File: src/rtl/code2421_deframer_pkg.sv
// code2421_deframer_pkg: shared FSM states, 2421 code table and invalid-code range
package code2421_deframer_pkg;
  typedef enum logic {COLLECT, PRESENT} state_e;
  localparam logic [3:0] CODE_0 = 4'b0000;
  localparam logic [3:0] CODE_1 = 4'b0001;
  localparam logic [3:0] CODE_2 = 4'b0010;
  localparam logic [3:0] CODE_3 = 4'b0011;
  localparam logic [3:0] CODE_4 = 4'b0100;
  localparam logic [3:0] CODE_5 = 4'b1011;
  localparam logic [3:0] CODE_6 = 4'b1100;
  localparam logic [3:0] CODE_7 = 4'b1101;
  localparam logic [3:0] CODE_8 = 4'b1110;
  localparam logic [3:0] CODE_9 = 4'b1111;
  localparam logic [3:0] CODE_TABLE [10] = '{CODE_0, CODE_1, CODE_2, CODE_3, CODE_4,
                                             CODE_5, CODE_6, CODE_7, CODE_8, CODE_9};
  localparam logic [3:0] INV_LO = 4'b0101;
  localparam logic [3:0] INV_HI = 4'b1010;
endpackage

File: src/rtl/code2421_dec.sv
// code2421_dec: combinational 2421 to BCD digit decoder; invalid codes yield digit 0
module code2421_dec
  import code2421_deframer_pkg::*;
(
  input  logic [3:0] in_code,
  output logic [3:0] digit,
  output logic       invalid
);
  assign invalid = (in_code >= INV_LO) && (in_code <= INV_HI);
  always_comb begin
    digit = '0;
    for (int i = 0; i < 10; i++)
      if (in_code == CODE_TABLE[i]) digit = 4'(i);
  end
endmodule

File: src/rtl/code2421_deframer.sv
// code2421_deframer: collects DIGITS 2421 words into a packed BCD frame with sticky error flag
module code2421_deframer
  import code2421_deframer_pkg::*;
#(
  parameter int DIGITS = 4
) (
  input  logic                  clk,
  input  logic                  rst,
  input  logic                  in_valid,
  output logic                  in_ready,
  input  logic [3:0]            in_code,
  output logic                  out_valid,
  input  logic                  out_ready,
  output logic [4*DIGITS-1:0]   out_bcd,
  output logic                  out_err
);
  localparam int FW = 4 * DIGITS;
  localparam int CW = $clog2(DIGITS + 1);
  state_e          state, state_nx;
  logic [CW-1:0]   cnt;
  logic [FW-1:0]   frame;
  logic            err;
  logic [3:0]      digit;
  logic            invalid;
  logic            in_fire, out_fire, last;
  code2421_dec u_dec (
    .in_code (in_code),
    .digit   (digit),
    .invalid (invalid)
  );
  assign in_ready  = state == COLLECT;
  assign out_valid = state == PRESENT;
  assign in_fire   = in_valid && in_ready;
  assign out_fire  = out_valid && out_ready;
  assign last      = cnt == CW'(DIGITS - 1);
  assign out_bcd   = frame;
  assign out_err   = err;
  always_comb begin
    state_nx = state;
    state_nx = (in_fire && last) ? PRESENT : out_fire ? COLLECT : state;
  end
  // in_fire and out_fire are mutually exclusive since they depend on opposite states
  always_ff @(posedge clk) begin
    if (rst) begin
      state <= COLLECT;
      cnt   <= '0;
      frame <= '0;
      err   <= 1'b0;
    end else begin
      state <= state_nx;
      if (out_fire) begin
        cnt   <= '0;
        frame <= '0;
        err   <= 1'b0;
      end else if (in_fire) begin
        cnt   <= cnt + CW'(1);
        frame <= (frame << 4) | FW'(digit);
        err   <= err | invalid;
      end
    end
  end
endmodule

File: config.mk
export PLATFORM = sky130hd
export DESIGN_NAME = code2421_deframer
export DESIGN_NICKNAME = d
export VERILOG_FILES = /design/src/rtl/code2421_deframer_pkg.sv /design/src/rtl/code2421_dec.sv /design/src/rtl/code2421_deframer.sv
export SDC_FILE = /design/constraint.sdc
export NUM_CORES = 1
export LEC_CHECK = 0
export CAP_MARGIN = 30
export CORE_MARGIN = 3
export CORE_UTILIZATION = 43
export CTS_BUF_LIST = sky130_fd_sc_hd__clkbuf_4 sky130_fd_sc_hd__clkbuf_8
export CTS_CLUSTER_DIAMETER = 30
export DETAILED_ROUTE_END_ITERATION = 8
export PLACE_DENSITY_LB_ADDON = 0.05
export SYNTH_ARGS = -nofsm -noshare
export SYNTH_HDL_FRONTEND = slang
export SYNTH_SLANG_ARGS = --single-unit
File: constraint.sdc
create_clock -name clk -period 0.95 [get_ports clk]
set_input_delay 0.19 -clock clk [delete_from_list [all_inputs] [get_ports clk]]
set_output_delay 0.19 -clock clk [all_outputs]
set_load 0.03 [all_outputs]
==> flow_summary_export.csv, run 1 <==
group,metric,value,unit
layout,layout.nets,167,
layout,fin_util,78.6,%
floorplan,start_util,46.6,%
timing,finalHoldViolations,0,
global_routing,antenna_found_initial,0,
worst_hold_path,hold_path.class,"in2reg",
cts,htree_levels,1,
timing,fin_crit,1090,ps
logic_synthesis,syn_inst,103,
cts,cts_tree,"yes",
worst_setup_path,cpPeakStageDelay,390,ps
worst_setup_path,cp.depth,4,
logic_synthesis,yosysMostFrequentCell,"nand2_1",
layout,area_growth_syn_to_layout,68.7,%
worst_setup_path,crit_family,"flip-flops",
worst_setup_path,arrival,1300,ps
timing,fmax,918,MHz
cts,clockBufferDepth,2,
placement,port_buffers,26,
run,max_cap_violations,0,
logic_synthesis,synth-main-ff-cell,"dfxtp_1",
logic_synthesis,avgSynthCellArea,9.15,sq um
layout,n_antenna_cell,0,
worst_setup_path,crit_fanout,8,
drt,postRouteAntennaNets,0,
worst_setup_path,r2r-start,"out_valid",
logic_synthesis,synth_top_cell_by_area,"dfxtp_1",
worst_setup_path,path_cells,"nor2b_4, buf_6, xnor2_2, nor2_1",
logic_synthesis,synth-edff-count,0,
worst_setup_path,critPathKind,"reg2reg",
outcome,violations,"setup timing",
logic_synthesis,ys_ff_latch,21,
floorplan,die_h,52.8,microns
floorplan,design.die.area,2790,sq um
drt,avgRoutedWirePerCell,13.3,microns
layout,fill_cells,146,
timing,worst_pin_slew,329,ps
drt,dr.pass1.iters,4,
placement,hpwl,1440,microns
outcome,status,"finished with violations",
drt,wl,2430,microns
drt,vias_per_cell,4.85,
power,p_leak,0.662,nW
floorplan,design.core.area,2020,sq um
timing,setup_viol,40,
global_routing,grt-ovfl-total,0,
placement,gp_congestion,0.692,
global_routing,first_global_vias,921,
logic_synthesis,synthArstFlopShare,0,%
power,irDropWorstVdd,1310,uV
global_routing,grt_use_total,19.2,%
timing,finClkSkew,3.26,ps
worst_setup_path,crit_path_start,"out_valid",
global_routing,grt_max_degree,17,
power,p_per_area,1140,nW/um^2
cts,clk_latency,300,ps
cts,cts_sinks,21,
floorplan,rows,16,
drt,drcViolationCount,0,
global_routing,grt_pass1_wl,3890,microns
timing,period_share,115,%
worst_setup_path,crit_path_end_kind,"flop",
logic_synthesis,ys_seq_area_share,44.6,%
logic_synthesis,yosys_warnings,0,
logic_synthesis,yosysTopAreaCellShare,44.6,%
timing,slew_headroom,78.1,%
worst_setup_path,worst_setup_path_start_kind,"flop",
worst_setup_path,reg2regPathDepth,4,
placement,pre_cts_ws,-504,ps
timing,final-max-slew-violation-count,0,
layout,drive_above_1_share,74.4,%
worst_hold_path,hold_depth,4,
floorplan,io_pins,27,
cts,root_buffer,"clkbuf_4",
worst_setup_path,cp_num_buf_inv,1,
cts,path_clk_slew,110,ps
logic_synthesis,syn_nets,113,
worst_hold_path,hp-start,"in_valid",
floorplan,dieWidth,52.8,microns
logic_synthesis,synth_area,942,sq um
worst_setup_path,crit_required,1160,ps
drt,drt_iter0_markers,6,
cts,cts_buffers,3,
drt,vias,887,
timing,setup_ws,-140,ps
logic_synthesis,synth_cell_type_count,28,
logic_synthesis,synth_common_cells,"22 x nand2_1, 21 x dfxtp_1, 11 x a21oi_1",
logic_synthesis,synth_area_leaders,"dfxtp_1 45%, nand2_1 8.8%, a21oi_2 8.4%",
timing,rsz0062_at_grt,"yes",
worst_setup_path,slowest_stage,"dfxtp_4",
[area by class of cell]
type / count / area [sq um] / share of cell area, %
Multi-Input combinational cell: 73 / 563 / 35.4
Sequential cell: 21 / 448 / 28.2
Timing Repair Buffer: 55 / 503 / 31.7
Tap cell: 27 / 33.8 / 2.13
Clock buffer: 4 / 30.0 / 1.89
Inverter: 3 / 11.3 / 0.709
[repair_timing]
action	4_1_cts	5_1_grt
gates resized for setup	57	14
hold buffers	0	0
gates cloned	1	0
buffers inserted	13	3
pin swaps	12	12
endpoints found under the setup margin	39	40
[placed cells by master, fill, tap and decap left out, drive strengths merged, types with 2 or more instances in the layout]
cell           Yosys  routed
clkdlybuf4s50      0       2
nor2b              2       2
a21oi             20      20
nor2               4       4
o21ai              2       2
ha                 2       2
nand2             29      29
dfxtp             21      21
dlygate4sd2        0       5
clkbuf             0       4
inv                3       3
buf                6      48
nand2b             2       2
[routing by layer]
layer	vias up	share of wire [%]	GRT usage [%]
met4	0	1.1	5.96
met5	-	0	0
met3	7	4.9	6.84
met2	21	53	33.7
li1	450	-	-
met1	409	41	21.3
[worst reg2reg max path: stages (launching register included)]
cell	delay, ps
dfxtp_4	390
nor2b_4	260
buf_6	190
xnor2_2	110
nor2_1	50
[registers in the layout, summed over array words and instances, names as in the netlist]
| signal | flops |
|---|---|
| out_bcd | 16 |
| cnt | 3 |
| out_err | 1 |
| out_valid | 1 |
[logic make-up (layout without fill, tap and decap cells)]
family,count (synthesis),after routing,share of synthesized area (%)
DFF,21,21,44.6
buffers and inverters,9,62,8.23
and+or+nand+nor,42,42,21.8
AOI/OAI and AO/OA,28,28,21.8
xor gates and xnor gates,1,1,0.930
adders and majority gates,2,2,2.66
[per-stage QoR]
step                      total power, W  cells  hold WS [ps]  setup TNS [ps]  area (sq um)
final                            0.00181    183           407           -2380          1590
after CTS                        0.00180    180           389           -2210          1520
after floorplan                  0.00116    103           345            -748           986
after global placement           0.00127    162           444           -8980          1250
after detailed placement         0.00128    162           451           -9360          1250
after global routing             0.00191    183           437           -4620          1590
[power breakdown]
group	leakage [nW]	switching [W]	internal [W]
combinational	0.463	0.000210	0.000197
sequential	0.180	0.0000283	0.000917
clock	0.0184	0.000264	0.000192
total	0.662	0.000502	0.00131
[path summary, 6_finish.rpt]
kind	to	slack, ps
max reg2reg	cnt[0]	-140
min reg2reg	out_bcd[13]	480
max	cnt[0]	-140
min	out_valid	410
Note: power is estimated with default switching activity, not from simulation.
==> run 2, diff against run 1 <==
CAP_MARGIN = not set   (was 30)
CORE_MARGIN = 1.5   (was 3)
==> run 2 against run 1 <==
- the run still ends with setup timing left
- critical path depth shrank 2
- first-iteration DRC count shrank 33%
- global-route usage up 0.55 points
- highest routed layer is now met3
==> flow_summary_export.csv, run 2 (same netlist as run 1, synthesis figures left out) <==
group,metric,value,unit
power,p_sw,0.000529,W
worst_hold_path,worst_hold_path.endpoint,"out_bcd[0]",
cts,path_clk_slew,120,ps
layout,ff_latch_area,450,sq um
power,cellInternalPower,0.00129,W
global_routing,grt_use_total,19.7,%
power,irDropWorstVdd,967,uV
cts,cts_tree,"yes",
timing,setup_viol,39,
layout,multiInputGateArea,567,sq um
power,p_clk_share,24.1,%
outcome,status,"finished with violations",
timing,finClkSkew,9.48,ps
layout,fill_cells,146,
outcome,violations,"setup timing",
timing,slew_headroom,76.9,%
drt,vias_per_cell,4.75,
power,p_seq_share,52.0,%
worst_setup_path,reg2regPathDepth,4,
timing,rsz0062_at_grt,"yes",
drt,drcViolationCount,0,
power,p_leak,0.661,nW
drt,wl,2510,microns
layout,largest_reg_flops,16,
worst_setup_path,crit_fanout,6,
timing,period_share,112,%
worst_setup_path,r2r-start,"out_valid",
cts,htree_levels,1,
worst_setup_path,crit_required,760,ps
worst_setup_path,critPathKind,"reg2out",
floorplan,rows,16,
placement,placed_area,1240,sq um
layout,drive_above_1_share,70.4,%
worst_setup_path,worst_setup_path_start_kind,"flop",
cts,clockBufferDepth,2,
power,power_frac_comb,23.9,%
power,p_per_area,1120,nW/um^2
placement,pre_cts_ws,-482,ps
global_routing,grt-ovfl-total,0,
timing,fin_crit,1060,ps
floorplan,io_pins,27,
layout,final_area,1620,sq um
floorplan,design.die.area,2480,sq um
cts,clk_latency,300,ps
worst_setup_path,crit_path_end_kind,"primary output",
run,max_cap_violations,0,
cts,cts_sinks,21,
worst_hold_path,hp-start,"in_code[0]",
layout,layout.nets,170,
floorplan,dieWidth,49.8,microns
layout,area_growth_syn_to_layout,71.4,%
drt,avgRoutedWirePerCell,13.5,microns
timing,setup_ws,-111,ps
timing,finalHoldViolations,0,
worst_setup_path,reg2reg_to,"out_bcd[3]",
timing,worst_pin_slew,346,ps
placement,dp.cells,161,
worst_setup_path,arrival,870,ps
drt,dr.pass1.iters,3,
cts,root_buffer,"clkbuf_4",
global_routing,antenna_found_initial,0,
placement,hpwl,1450,microns
cts,cts_buffers,3,
power,p_sw_share,29.1,%
layout,stdcell_count,186,
worst_hold_path,hold_depth,4,
timing,fmax,943,MHz
floorplan,die_h,49.8,microns
placement,gp_congestion,0.708,
floorplan,start_util,46.6,%
floorplan,design.core.area,2020,sq um
drt,drt_iter0_markers,4,
global_routing,first_global_vias,837,
global_routing,grt_max_degree,17,
worst_setup_path,r2r_slack,-80,ps
drt,vias,883,
layout,final_common_cell,"buf_4",
global_routing,grt_pass1_wl,3820,microns
layout,layout_common_cells,"27 x buf_4, 23 x buf_6, 18 x nand2_1, 18 x dfxtp_2, 14 x a21oi_2",
placement,port_buffers,26,
worst_hold_path,hold_path.class,"in2reg",
drt,postRouteAntennaNets,0,
layout,n_antenna_cell,0,
power,total_power,0.00181,W
timing,final-max-slew-violation-count,0,
## run 2: power groups by stage
stage / combinational [W] / sequential, W / clock [W]
3_3_place_gp: 0.000306 / 0.000958 / 0
6_report: 0.000434 / 0.000943 / 0.000437
2_1_floorplan: 0.000163 / 0.000999 / 0
5_1_grt: 0.000460 / 0.000948 / 0.000496
3_5_place_dp: 0.000317 / 0.000960 / 0
4_1_cts: 0.000384 / 0.000945 / 0.000443
## run 2: critical path, cell delays in order (launching register included)
cell     delay, ps
dfxtp_4        410
inv_2           40
buf_6          130
## run 2: timing repair
| item | 4_1_cts | 5_1_grt |
|---|---|---|
| setup endpoints to repair | 40 | 40 |
| setup buffers | 12 | 7 |
| pin swaps | 4 | 9 |
| cloned | 1 | 1 |
| hold buffers | 0 | 0 |
| resized for setup | 53 | 16 |
## run 2: worst max path at each step
stage,from,to,cells past startpoint
2_1_floorplan,out_valid,out_bcd[0],5
3_3_place_gp,in_valid,cnt[2],5
3_5_place_dp,in_valid,out_bcd[2],5
4_1_cts,out_valid,in_ready,2
5_1_grt,out_valid,in_ready,2
6_report,out_valid,in_ready,2
## run 2: layout make-up
class,count,share of cell area (%)
repair buffers,57,32.5
well taps,27,2.09
inverters,3,0.697
clock buffers,3,1.39
clock inverters,1,0.310
flip-flops and latches,21,27.9
multi-input cells,74,35.1
## run 2: stage by stage
stage | utilization, % | hold WS, ps | TNS (ps)
5_1_grt | 79.9 | 439 | -3430
6_report | 79.9 | 445 | -1630
3_5_place_dp | 61.4 | 448 | -8710
3_3_place_gp | 61.4 | 445 | -7950
2_1_floorplan | - | 345 | -748
4_1_cts | 73.6 | 405 | -2020
## run 2: per-layer routing
layer,vias to the layer above,GRT usage (%),part of all wire (%)
met5,-,0,0
met4,0,4.17,0
met3,0,3.64,3.2
met2,13,34.9,53
met1,414,24.8,44
li1,456,-,-
==> run 3, diff against run 2 <==
CORE_MARGIN = 2   (was 1.5)
==> run 3 against run 2 <==
- largest power group unchanged
- critical endpoint unchanged
- highest routed layer is now met4
- the run still ends with setup timing left
- die area up 4.1%
- sequential share of layout area down 1.3 points
- sequential power about the same
- total power up 2.4%
- clock power up 5.0%
- clock skew down 5.9 ps
- critical path depth up 1
==> flow_summary_export.csv, run 3 (same netlist as run 1, synthesis figures left out) <==
group,metric,value,unit
worst_setup_path,reg2regPathDepth,5,
worst_setup_path,cpPeakStageDelay,380,ps
layout,layout_common_cells,"28 x buf_4, 24 x buf_6, 19 x dfxtp_2, 15 x nand2_2, 15 x a21oi_2",
worst_setup_path,path_cells,"buf_6, inv_2, buf_6",
power,p_per_area,1100,nW/um^2
cts,htree_levels,1,
placement,placed_area,1260,sq um
drt,drt_iter0_markers,14,
timing,final-max-slew-violation-count,0,
timing,setup_viol,40,
power,p_sw,0.000529,W
drt,vias,952,
layout,drive_above_1_share,75.6,%
timing,rsz0062_at_grt,"yes",
layout,area_growth_syn_to_layout,79.2,%
cts,clk_latency,300,ps
drt,avgRoutedWirePerCell,15.2,microns
layout,largest_reg_flops,16,
worst_setup_path,worst_setup_path_start_kind,"flop",
timing,finClkSkew,3.55,ps
worst_setup_path,arrival,960,ps
floorplan,io_pins,27,
timing,finalHoldViolations,0,
drt,drcViolationCount,0,
worst_setup_path,crit_top_cell,"buf_6",
run,max_cap_violations,0,
layout,n_antenna_cell,0,
power,total_power,0.00186,W
power,p_sw_share,28.5,%
power,irDropWorstVdd,1030,uV
floorplan,rows,16,
power,power_frac_comb,24.3,%
global_routing,antenna_found_initial,0,
worst_setup_path,crit_required,760,ps
floorplan,die_h,50.8,microns
placement,gp_congestion,0.719,
floorplan,start_util,46.6,%
cts,ctsHoldBuffers,0,
layout,multiInputGateArea,586,sq um
worst_setup_path,slowest_stage,"dfxtp_4",
cts,path_clk_slew,110,ps
timing,setup_ws,-199,ps
power,p_clk_share,24.7,%
global_routing,grt-ovfl-total,0,
floorplan,design.core.area,2020,sq um
floorplan,dieWidth,50.8,microns
timing,worst_pin_slew,220,ps
layout,layout.nets,175,
global_routing,grt_use_total,23.4,%
layout,ff_latch_area,448,sq um
drt,vias_per_cell,4.98,
floorplan,design.die.area,2580,sq um
worst_hold_path,hold_path.class,"in2reg",
worst_setup_path,cp_num_buf_inv,3,
cts,cts_buffers,3,
worst_setup_path,crit_fanout,3,
timing,period_share,121,%
worst_setup_path,critPathKind,"reg2out",
power,p_leak,0.695,nW
worst_setup_path,crit_path_end_kind,"primary output",
global_routing,first_global_vias,972,
layout,final_area,1690,sq um
drt,dr.pass1.iters,3,
timing,fin_crit,1150,ps
cts,root_buffer,"clkbuf_4",
outcome,violations,"setup timing",
layout,fill_cells,125,
timing,slew_headroom,85.3,%
drt,wl,2900,microns
worst_setup_path,cp.depth,3,
worst_hold_path,hold_depth,4,
placement,port_buffers,26,
cts,cts_tree,"yes",
power,cellInternalPower,0.00133,W
worst_setup_path,crit_family,"flip-flops",
placement,hpwl,1450,microns
cts,clockBufferDepth,2,
power,p_seq_share,50.9,%
layout,final_common_cell,"buf_4",
outcome,status,"finished with violations",
drt,postRouteAntennaNets,0,
global_routing,grt_pass1_wl,4450,microns
timing,fmax,870,MHz
cts,cts_sinks,21,
global_routing,grt_max_degree,12,
## run 3: changes by cell type in the layout (fill, tap and decap cells not counted), moves of 2 or more
cell     change
nand2_1      -4
buf_8        +2
a21oi_1      -2
nand2_2      +4
## run 3: path summary, 6_finish.rpt
path                       to  slack [ps]       from
hold / removal      out_valid         470   in_valid
setup / recovery     in_ready        -200  out_valid
hold reg to reg        cnt[1]         480     cnt[1]
setup reg to reg  out_bcd[15]        -150  out_valid
## run 3: metrics by stage
| step | util [%] | setup WS, ps | cells | hold slack (ps) | TNS, ps |
|---|---|---|---|---|---|
| floorplan | - | -74.6 | 103 | 345 | -748 |
| global placement | 62.2 | -454 | 163 | 444 | -8090 |
| detailed placement | 62.2 | -500 | 163 | 454 | -8910 |
| CTS | 79.6 | -192 | 187 | 440 | -3260 |
| global route | 83.5 | -226 | 191 | 491 | -4500 |
| finish | 83.5 | -199 | 191 | 474 | -3190 |
## run 3: area by class of cell
class / instances / share of cell area, %
Inverter: 3 / 0.667
Timing Repair Buffer: 62 / 34.3
Clock buffer: 4 / 1.78
Sequential cell: 21 / 26.5
Tap cell: 27 / 2.00
Multi-Input combinational cell: 74 / 34.7
## run 3: tightest hold or removal path: cells and delay by family
family / cells / cell delay [ps]
AOI/OAI and AO/OA: 1 / 80
buffers and inverters: 2 / 370
and+or+nand+nor: 1 / 100
## run 3: metal layers
layer	vias up	part of all wire, %	global-route usage [%]
met2	23	54	42.5
met4	0	3.0	4.95
met5	-	0	0
li1	470	-	-
met1	449	40	26.9
met3	10	3.7	7.02
## run 3: power groups by stage
stage	sequential (W)	combinational, W	clock (W)
detailed placement	0.000959	0.000318	0
global placement	0.000959	0.000312	0
CTS	0.000944	0.000407	0.000454
finish	0.000946	0.000452	0.000459
floorplan	0.000999	0.000163	0
global route	0.000950	0.000482	0.000494
## run 3: repair_timing
item,CTS,global route
setup endpoints to repair,39,40
pin swaps,16,14
buffers inserted,17,4
gates resized for setup,68,13
cloned,3,0
